<file path="src/rtl/rom_fetch_arbiter.sv">
// rom_fetch_arbiter
// Shares the single external ROM read port between the 68000 program ROM
// window and the Z80 sound ROM window. Each requester keeps a one-entry
// cache (tag, 16-bit word, hit flag). The valid outputs are combinational,
// so a re-selected cached address is valid in the same cycle as its chip
// select. Misses are fetched one at a time. When both requesters miss
// together, the grant alternates between them.

module rom_fetch_arbiter #(
   parameter logic [23:0] M68K_BASE = 24'h000000,
   parameter logic [23:0] Z80_BASE  = 24'h020000
) (
   input  logic        clk_sys,
   input  logic        reset,
   input  logic        m68k_rom_cs,
   input  logic [15:0] m68k_addr,
   output logic [15:0] m68k_rom_data,
   output logic        m68k_rom_valid,
   input  logic        z80_rom_cs,
   input  logic [15:0] z80_addr,
   output logic [7:0]  z80_rom_data,
   output logic        z80_rom_valid,
   output logic        rom_req,
   output logic [23:0] rom_addr,
   input  logic        rom_ack,
   input  logic [15:0] rom_data
);

   localparam logic [0:0] ST_IDLE = 1'b0;
   localparam logic [0:0] ST_BUSY = 1'b1;

   localparam logic OWN_M68K = 1'b0;
   localparam logic OWN_Z80  = 1'b1;

   // Arbiter state
   logic [0:0]  state;
   logic        owner;
   logic        last_grant;
   logic [15:0] req_tag;

   // 68000 cache entry (tag is the CPU word address)
   logic [15:0] m68k_tag;
   logic [15:0] m68k_data;
   logic        m68k_hit;

   // Z80 cache entry (tag is the byte address with bit 0 dropped)
   logic [14:0] z80_tag;
   logic [15:0] z80_data;
   logic        z80_hit;

   // Decode helpers
   logic        m68k_pending;
   logic        z80_pending;
   logic        grant_z80;
   logic [23:0] m68k_xlat;
   logic [23:0] z80_xlat;

   // Cache lookup: valid and data are pure functions of the current inputs and
   // the cache registers; they are forced low while reset is held.
   always_comb begin
      // NOTE: every signal assigned here gets a value on every path, so no latch is inferred.
      m68k_rom_valid = 1'b0;
      z80_rom_valid  = 1'b0;
      m68k_rom_data  = '0;
      z80_rom_data   = '0;
      if (!reset) begin
         m68k_rom_valid = m68k_hit && m68k_rom_cs && (m68k_addr == m68k_tag);
         z80_rom_valid  = z80_hit && z80_rom_cs && (z80_addr[15:1] == z80_tag);
         m68k_rom_data  = m68k_data;
         // Big-endian word: the even byte is in the upper half.
         z80_rom_data   = z80_addr[0] ? z80_data[7:0] : z80_data[15:8];
      end
   end

   // Arbitration: find the pending requesters and choose one. On a tie, the
   // requester that did not receive the previous grant wins.
   always_comb begin
      m68k_pending = m68k_rom_cs && !m68k_rom_valid;
      z80_pending  = z80_rom_cs && !z80_rom_valid;
      grant_z80    = 1'b0;
      if (m68k_pending && z80_pending) begin
         grant_z80 = (last_grant == OWN_M68K);
      end else begin
         grant_z80 = z80_pending;
      end
      // Byte addresses in the external ROM space. The add wraps at 24 bits.
      m68k_xlat = M68K_BASE + {7'b0, m68k_addr, 1'b0};
      z80_xlat  = Z80_BASE + {8'b0, z80_addr[15:1], 1'b0};
   end

   // Fetch sequencer: grant in IDLE, hold the request in BUSY until ack,
   // then fill the owner's cache entry.
   always_ff @(posedge clk_sys) begin
      if (reset) begin
         state      <= ST_IDLE;
         owner      <= OWN_M68K;
         last_grant <= OWN_Z80;
         req_tag    <= '0;
         rom_req    <= 1'b0;
         rom_addr   <= '0;
         // NOTE: the cache data registers are cleared on reset so that the data outputs read 0 after reset.
         m68k_tag   <= '0;
         m68k_data  <= '0;
         m68k_hit   <= 1'b0;
         z80_tag    <= '0;
         z80_data   <= '0;
         z80_hit    <= 1'b0;
      end else begin
         // NOTE: all state uses non-blocking assignments, so every register samples pre-edge values.
         case (state)
            ST_IDLE: begin
               // A stray rom_ack in IDLE is ignored.
               if (m68k_pending || z80_pending) begin
                  owner      <= grant_z80;
                  last_grant <= grant_z80;
                  rom_req    <= 1'b1;
                  state      <= ST_BUSY;
                  if (grant_z80) begin
                     req_tag  <= {1'b0, z80_addr[15:1]};
                     rom_addr <= z80_xlat;
                     z80_hit  <= 1'b0;
                  end else begin
                     req_tag  <= m68k_addr;
                     rom_addr <= m68k_xlat;
                     m68k_hit <= 1'b0;
                  end
               end
            end
            ST_BUSY: begin
               // rom_addr and req_tag stay frozen, whatever the CPUs do meanwhile.
               if (rom_ack) begin
                  rom_req <= 1'b0;
                  state   <= ST_IDLE;
                  if (owner == OWN_Z80) begin
                     z80_data <= rom_data;
                     z80_tag  <= req_tag[14:0];
                     z80_hit  <= 1'b1;
                  end else begin
                     m68k_data <= rom_data;
                     m68k_tag  <= req_tag;
                     m68k_hit  <= 1'b1;
                  end
               end
            end
            default: state <= ST_IDLE;
         endcase
      end
   end

endmodule

</file>
<file path="config.mk">
export PLATFORM = sky130hd
export DESIGN_NAME = rom_fetch_arbiter
export DESIGN_NICKNAME = d
export VERILOG_FILES = /design/src/rtl/rom_fetch_arbiter.sv
export SDC_FILE = /design/constraint.sdc
export NUM_CORES = 1
export LEC_CHECK = 0
export BUFFER_PORTS_ARGS = -buffer_cell sky130_fd_sc_hd__buf_2
export CAP_MARGIN = 10
export CELL_PAD_IN_SITES_DETAIL_PLACEMENT = 0
export CELL_PAD_IN_SITES_GLOBAL_PLACEMENT = 2
export CORE_UTILIZATION = 30
export DETAILED_ROUTE_END_ITERATION = 16
export GPL_ROUTABILITY_DRIVEN = 0
export HOLD_SLACK_MARGIN = 0.03
export PLACE_DENSITY = 0.86
export SYNTH_ARGS = -nofsm -noshare
export SYNTH_HDL_FRONTEND = slang
export SYNTH_SLANG_ARGS = --single-unit
</file>
<file path="constraint.sdc">
create_clock -name clk_sys -period 2.1 [get_ports clk_sys]
set_input_delay 0.315 -clock clk_sys [delete_from_list [all_inputs] [get_ports clk_sys]]
set_output_delay 0.315 -clock clk_sys [all_outputs]
set_load 0.05 [all_outputs]
</file>
==> metrics.md, run 1 <==
| Metric | Value |
|---|---|
| Outcome | `finished, final reports clean` |
| Worst-margin pin slew | `slightly below 0.7 ns` |
| Fraction of layout cells with a size suffix above 1 | `0.3250` |
| Wire length of the first global-routing pass | `between 15 and 20 mm` |
| Fmax | `between 400 and 500 MHz` |
| Async SR Flop Fraction | `0` |
| Final hold violation count | `0` |
| Clock slew at reported path FFs | `~0.060 ns` |
| # diodes | `0` |
| Fin crit period | `approximately 2.1 ns` |
| Clk_skew | `0.004442 ns` |
| Num CTS Buffers | `9` |
| Max IR drop VDD | `around 0.44 mV` |
| Final non-filler cell total | `roughly 780` |
| Starting DRT DRC Count | `259` |
| Uppermost layer routed | `met4` |
| Clock tree sinks | `85` |
| Avg Vias per Cell | `~5` |
| Final core area utilization | `0.4051` |
| Detail Route Antenna Nets | `0` |
| Hold_ws | `~0.21 ns` |
| Slowest Stage Delay on Critical Path | `between 0.3 and 0.4 ns` |
| Worst path arrival time | `approximately 1.8 ns` |
| Pre-CTS setup slack | `-0.2018 ns` |
| Crit end category | `primary output` |
| Post-Syn Instances | `around 500` |
| Min-delay worst type | `input port to flip-flop` |
| Seq/Total Area, Yosys | `0.4165` |
| Pwr per Cell Area | `about 780 mW/mm²` |
| All-Layer GR Usage | `0.1779` |
| Worst path cell trace | `xor2_2 -> nor4_2 -> nand4_2 -> buf_6 -> nor2_4 -> buf_8` |
| Pleak | `between 2 and 2.5 nW` |
| Logic pwr share | `0.187` |
| Met2 Wirelength | `5.804 mm` |
| GRT overflow | `0` |
| WL per Instance | `about 16 µm` |
| H-tree depth | `3` |
| CTS max path bufs | `2` |
| Internal power | `approximately 2.9 mW` |
| Pwr Total | `about 4.2 mW` |
| Met1 wire length | `5.733 mm` |
| Port-buffer cells | `96` |
| Initial antenna violation count | `0` |
| Die X | `~120 µm` |
| FILL cells | `~1400` |
| RSZ-0062 raised after global routing | `true` |
| Setup WS post-layout | `about 0.030 ns` |
| I/O pin count | `approximately 100` |
| Synth unique cells | `44` |
| Switching Share | `0.3047` |
| # nets final | `between 600 and 700` |
| Max Cap Violations | `0` |
| Synthesis-to-finish area growth | `31.33%` |
| Vias in the first global route | `3597` |
| Rows | `42` |
| Synth Register Bits | `85` |
| CP max FO | `2` |
| TritonCTS clock tree | `built` |
| Routed wire length | `12.48 mm` |
| Largest net degree at the start of global routing | `~110` |
| Startpoint types | `flip-flop` |
| Number of flops mapped to enable cells by yosys | `0` |
| Pins Over Slew Limit | `0` |
| Core Box Area | `roughly 0.013 mm²` |
| Sw power | `approximately 1.3 mW` |
| Pre-antenna DRT Iters | `6` |
| Synth Warn # | `0` |
| Dpl cells | `between 700 and 800` |
| Avg Inst Size Synth | `approximately 8 µm²` |
| WS Path Type | `flip-flop to primary output` |
| Netlist Area Pre-Place | `just over 0.004 mm²` |
| Clk_lat worst skew | `about 0.35 ns` |
| Root Driver | `clkbuf_16` |
| Cell family with most CP delay | `simple AND/OR/NAND/NOR gates` |
| Initial Utilization | `0.3085` |
| Met3 routed WL | `722 µm` |
| Slowest CP cell | `dfxtp_2` |
| Die ar. | `roughly 0.014 mm²` |
| Vias post-DR | `3822` |
| Sequential share of power | `0.419` |
| Residual DRC | `0` |
| Tcrit/Tclk final | `0.9859` |
| CP bufs+invs | `2` |
| Detail Placement HPWL | `around 8.7 mm` |
| Synth Flop Type | `dfxtp_1` |
| Final setup viols | `0` |
| Worst Path Required | `between 1.5 and 2 ns` |
| Die Ht | `about 120 µm` |
| Clock power frac | `0.395` |
| Slew HR | `0.5400` |
## synthesized netlist by cell type, types with 2 or more instances
master    number  area, µm²
a21oi_1       68      340.3
a311oi_1       4      35.03
a311oi_2      10      150.1
buf_2          5      25.02
buf_4          9      67.56
buf_6          4      45.04
clkbuf_1      26      97.59
dfxtp_1       85       1702
inv_1          4      15.01
mux2i_1        8      80.08
nand2_1      131      491.7
nand3_1       15      75.07
nand4_1        4      25.02
nor2_1        15      56.30
nor2b_1       17      106.4
nor3_1        15      75.07
nor4_1         7      43.79
o21ai_0        3      15.01
o21ai_1        6      30.03
o21ai_2        9      78.83
or3b_1         2      17.52
xnor2_1       16      140.1
xor2_1        15      131.4
## layout make-up
| cell class | count | area [µm²] | share of cell area |
|---|---|---|---|
| multi-input combinational | 372 | 2308 | 0.4303 |
| sequential | 85 | 1707 | 0.3181 |
| timing repair buffer | 123 | 813.3 | 0.1516 |
| clock buffer | 11 | 242.7 | 0.04524 |
| tap | 176 | 220.2 | 0.04104 |
| clock inverter | 5 | 58.81 | 0.01096 |
| inverter | 4 | 15.01 | 0.002799 |
## worst min-delay path: stages
cell	delay, ns
buf_2	0.11
nand2_1	0.05
a21oi_1	0.05
## cells in the final DEF, fill, tap and decap left out, types with 2 or more instances in the layout
cell type / count
a21oi_1: 68
xnor2_2: 4
buf_12: 8
dfxtp_1: 81
clkinvlp_4: 2
buf_2: 93
mux2i_1: 8
nand3_1: 15
dfxtp_2: 4
conb_1: 7
nor4_2: 3
nand4_1: 4
xnor2_1: 12
xor2_2: 5
a311oi_1: 3
nor2_1: 12
nor2b_1: 17
o21ai_2: 11
nor2_2: 2
o21ai_0: 3
or3b_1: 2
buf_4: 17
xor2_1: 10
nor3_2: 2
nor3_1: 13
inv_1: 4
buf_6: 4
o21ai_1: 3
a311oi_2: 11
clkbuf_16: 9
nor4_1: 4
nand2_1: 131
## registers in the layout, indices dropped and copies added (netlist names)
| name | flops |
|---|---|
| z80_tag | 15 |
| m68k_data | 16 |
| m68k_hit | 1 |
| last_grant | 1 |
| rom_addr | 2 |
| state | 1 |
| z80_hit | 1 |
| z80_data | 16 |
| rom_req | 1 |
| req_tag | 15 |
| m68k_tag | 16 |
## kinds of logic after synthesis
family	synth area share
flip-flops	0.4165
XOR/XNOR	0.06646
multiplexers	0.01960
buffers and inverters	0.06493
AND/OR/NAND/NOR	0.2447
other	0.0009180
AO/OA/AOI/OAI	0.1868
## power by group through the flow
stage          clock network (mW)  logic (mW)  registers (mW)
6_report                     1.65       0.778            1.75
5_1_grt                      1.75       0.825            1.76
4_1_cts                      1.67       0.746            1.74
3_5_place_dp                    0       0.739            1.78
3_3_place_gp                    0       0.733            1.78
2_1_floorplan                   0       0.394            1.88
## routing by layer
metal	vias to the layer above	global-route usage
li1	1876	-
met5	-	0
met4	0	0.06646
met2	127	0.2741
met1	1805	0.2410
met3	14	0.04006
## what timing repair did
item | CTS | global route
gates cloned | 0 | 1
hold buffers | 0 | 0
pin swaps | 3 | 14
setup endpoints to repair | 17 | 19
hold endpoints to repair | 0 | 0
gates resized for setup | 7 | 32
setup buffers | 3 | 1
## path summary, 6_finish.rpt
| check | from | to | slack [ns] | depth (start not counted) |
|---|---|---|---|---|
| min reg2reg | m68k_data[6] | m68k_data[6] | 0.45 | 2 |
| max | m68k_tag[12] | m68k_rom_valid | 0.03 | 6 |
| max reg2reg | m68k_tag[12] | req_tag[4] | 0.05 | 8 |
| min | rom_data[6] | m68k_data[6] | 0.21 | 3 |
## stage by stage
stage          area [µm²]   TNS, ns
6_report             5365         0
4_1_cts              5190  -0.05147
5_1_grt              5365   -0.2612
2_1_floorplan        4108    -1.818
3_3_place_gp         4836    -2.172
3_5_place_dp         4836    -2.846
Note: power is estimated with default switching activity, not from simulation.
==> run 2: changes to the inputs <==
PLACE_DENSITY = 0.87   (was 0.86)
==> metrics.md, run 2 (same netlist as run 1, synthesis figures left out) <==
| Metric | Value |
|---|---|
| Outcome | `complete, but fails checks` |
| Failing checks | `negative setup slack` |
| All-Layer GR Usage | `0.1819 (+0.003977)` |
| Largest regs | `m68k_data: 16 flops, m68k_tag: 16 flops, z80_data: 16 flops` |
| Port-buffer cells | `96 (unchanged)` |
| Worst path arrival time | `1.80 ns (+0.04 ns)` |
| Die Ht | `118.7 µm (unchanged)` |
| Detail Route Antenna Nets | `0 (unchanged)` |
| Pre-antenna DRT Iters | `4 (-2)` |
| Clock slew at reported path FFs | `0.07 ns (about the same)` |
| Internal power | `3.152 mW (+8.7%)` |
| Commonest non-fill, non-tap cell in the layout | `nand2_1` |
| Startpoint types | `flip-flop` |
| Switching Share | `0.2913 (-0.01340)` |
| CP max FO | `2 (unchanged)` |
| GRT overflow | `0 (unchanged)` |
| Setup tns final | `-0.01368 ns (-0.01368 ns)` |
| Initial Utilization | `0.3085 (unchanged)` |
| Pwr per Cell Area | `817.4 mW/mm² (+5.2%)` |
| RSZ-0062 raised after global routing | `true` |
| Clock power frac | `0.432 (+0.037)` |
| Clock tree sinks | `85 (unchanged)` |
| Pleak | `2.142 nW (+1.9%)` |
| Final core area utilization | `0.4109 (+0.005763)` |
| Final non-filler cell total | `779 (+0.39%)` |
| CTS Hold Bufs | `0 (unchanged)` |
| Sequential share of power | `0.393 (-0.026)` |
| Max Cap Violations | `0 (unchanged)` |
| Residual DRC | `0 (unchanged)` |
| Pwr Total | `4.448 mW (+6.7%)` |
| Worst R2R End | `req_tag[8]` |
| Num CTS Buffers | `9 (unchanged)` |
| I/O pin count | `104 (unchanged)` |
| Vias in the first global route | `3640 (+1.2%)` |
| Worst Path Required | `1.78 ns (about the same)` |
| Initial antenna violation count | `0 (unchanged)` |
| Clk_lat worst skew | `0.35 ns (about the same)` |
| # diodes | `0 (unchanged)` |
| Sw power | `1.296 mW (+2.0%)` |
| Dpl cells | `757 (+0.26%)` |
| Logic pwr share | `0.175 (-0.012)` |
| Core Box Area | `0.01324 mm² (unchanged)` |
| Most frequent cells in the layout | `131 x nand2_1, 93 x buf_2, 80 x dfxtp_1` |
| Wire length of the first global-routing pass | `19.68 mm (+2.4%)` |
| Crit Reg-Reg Startpoint | `m68k_tag[3]` |
| Root Driver | `clkbuf_16` |
| CTS max path bufs | `2 (unchanged)` |
| Routed wire length | `12.49 mm (+0.10%)` |
| Largest net degree at the start of global routing | `85 (-21%)` |
| Final setup viols | `1 (+1)` |
| WS Path Type | `flip-flop to primary output` |
| Clk_skew | `0.009202 ns (+0.004759 ns)` |
| Crit path from | `m68k_tag[3]` |
| Vias post-DR | `3810 (-0.31%)` |
| Fraction of layout cells with a size suffix above 1 | `0.3383 (+0.01331)` |
| # nets final | `651 (+0.46%)` |
| H-tree depth | `3 (unchanged)` |
| Fin crit period | `2.114 ns (+0.04326 ns)` |
| Tcrit/Tclk final | `1.007 (+0.02060)` |
| TritonCTS clock tree | `built` |
| Final hold violation count | `0 (unchanged)` |
| Worst setup path end | `m68k_rom_valid` |
| Slew HR | `0.4111 (-0.1290)` |
| Synthesis-to-finish area growth | `33.20%` |
| Hold Path Depth | `3 (unchanged)` |
| R2R setup slack | `0.02 ns (-0.03 ns)` |
| Rows | `42 (unchanged)` |
| Die X | `118.7 µm (unchanged)` |
| Cell area after layout | `0.005441 mm² (+1.4%)` |
| FILL cells | `1373 (-0.15%)` |
| Pins Over Slew Limit | `0 (unchanged)` |
| Hold_ws | `0.2164 ns (+0.001680 ns)` |
| Dpl cell area | `0.004801 mm² (-0.72%)` |
| Max IR drop VDD | `0.3949 mV (-9.6%)` |
| WL per Instance | `16.03 µm (-0.28%)` |
| Fmax | `473.1 MHz (-2.0%)` |
| Reg2Reg Depth | `8 (unchanged)` |
| Pre-CTS setup slack | `-0.2161 ns (-0.01431 ns)` |
| Setup WS post-layout | `-0.01368 ns (-0.04326 ns)` |
| Min-delay worst type | `input port to flip-flop` |
| Starting DRT DRC Count | `212 (-18%)` |
| Detail Placement HPWL | `8.767 mm (+0.30%)` |
| Crit end category | `primary output` |
| Die ar. | `0.01409 mm² (unchanged)` |
| Worst-margin pin slew | `0.8834 ns (+0.1942 ns)` |
| Avg Vias per Cell | `4.891 (-0.70%)` |
[run 2: cell count changes in the layout (fill, tap and decap cells not counted), sizes merged]
cell / delta
bufinv: +2
a21oi: -1
inv: +2
clkbuf: -1
clkinv: -1
clkinvlp: -2
buf: +4
[run 2: worst min-delay path by stage]
stage | from | to | slack [ns]
global route | rom_data[6] | m68k_data[6] | 0.22
CTS | rom_data[6] | z80_data[6] | 0.21
floorplan | m68k_data[0] | m68k_data[0] | 0.43
detailed placement | m68k_data[5] | m68k_data[5] | 0.44
finish | rom_data[6] | z80_data[6] | 0.22
global placement | m68k_data[4] | m68k_data[4] | 0.44
[run 2: metal layers]
| metal | global-route usage | vias to the layer above | routed length (µm) |
|---|---|---|---|
| li1 | - | 1882 | - |
| met1 | 0.2467 | 1809 | 5879 |
| met2 | 0.2803 | 102 | 5795 |
| met3 | 0.03427 | 17 | 565 |
| met4 | 0.07753 | 0 | 249 |
| met5 | 0 | - | 0 |
[run 2: worst max-delay path: stages, from the launching register on]
cell and delay, ns:
dfxtp_1 0.33, xor2_1 0.21, nor4_2 0.29, nand4_2 0.17
buf_6 0.15, nor2_4 0.13, buf_8 0.16
[run 2: power by group through the flow]
stage                     sequential (mW)  combinational, mW  clock (mW)
after floorplan                      1.88              0.394           0
final                                1.75              0.780        1.92
after CTS                            1.74              0.731        1.95
after global routing                 1.76              0.832        2.02
after global placement               1.78              0.721           0
after detailed placement             1.78              0.724           0
[run 2: repair_timing]
action                                  in CTS  in global routing
buffers inserted                             2                  4
pin swaps                                    5                  8
endpoints found under the setup margin      18                 18
gates resized for setup                     13                 32
[run 2: area by class of cell]
class | count | area, µm² | share of cell area
inverters | 4 | 15.01 | 0.002759
well taps | 176 | 220.2 | 0.04047
flip-flops and latches | 85 | 1710 | 0.3143
clock inverters | 6 | 116.4 | 0.02138
clock buffers | 10 | 239.0 | 0.04392
multi-input cells | 371 | 2338 | 0.4298
repair buffers | 127 | 802.0 | 0.1474
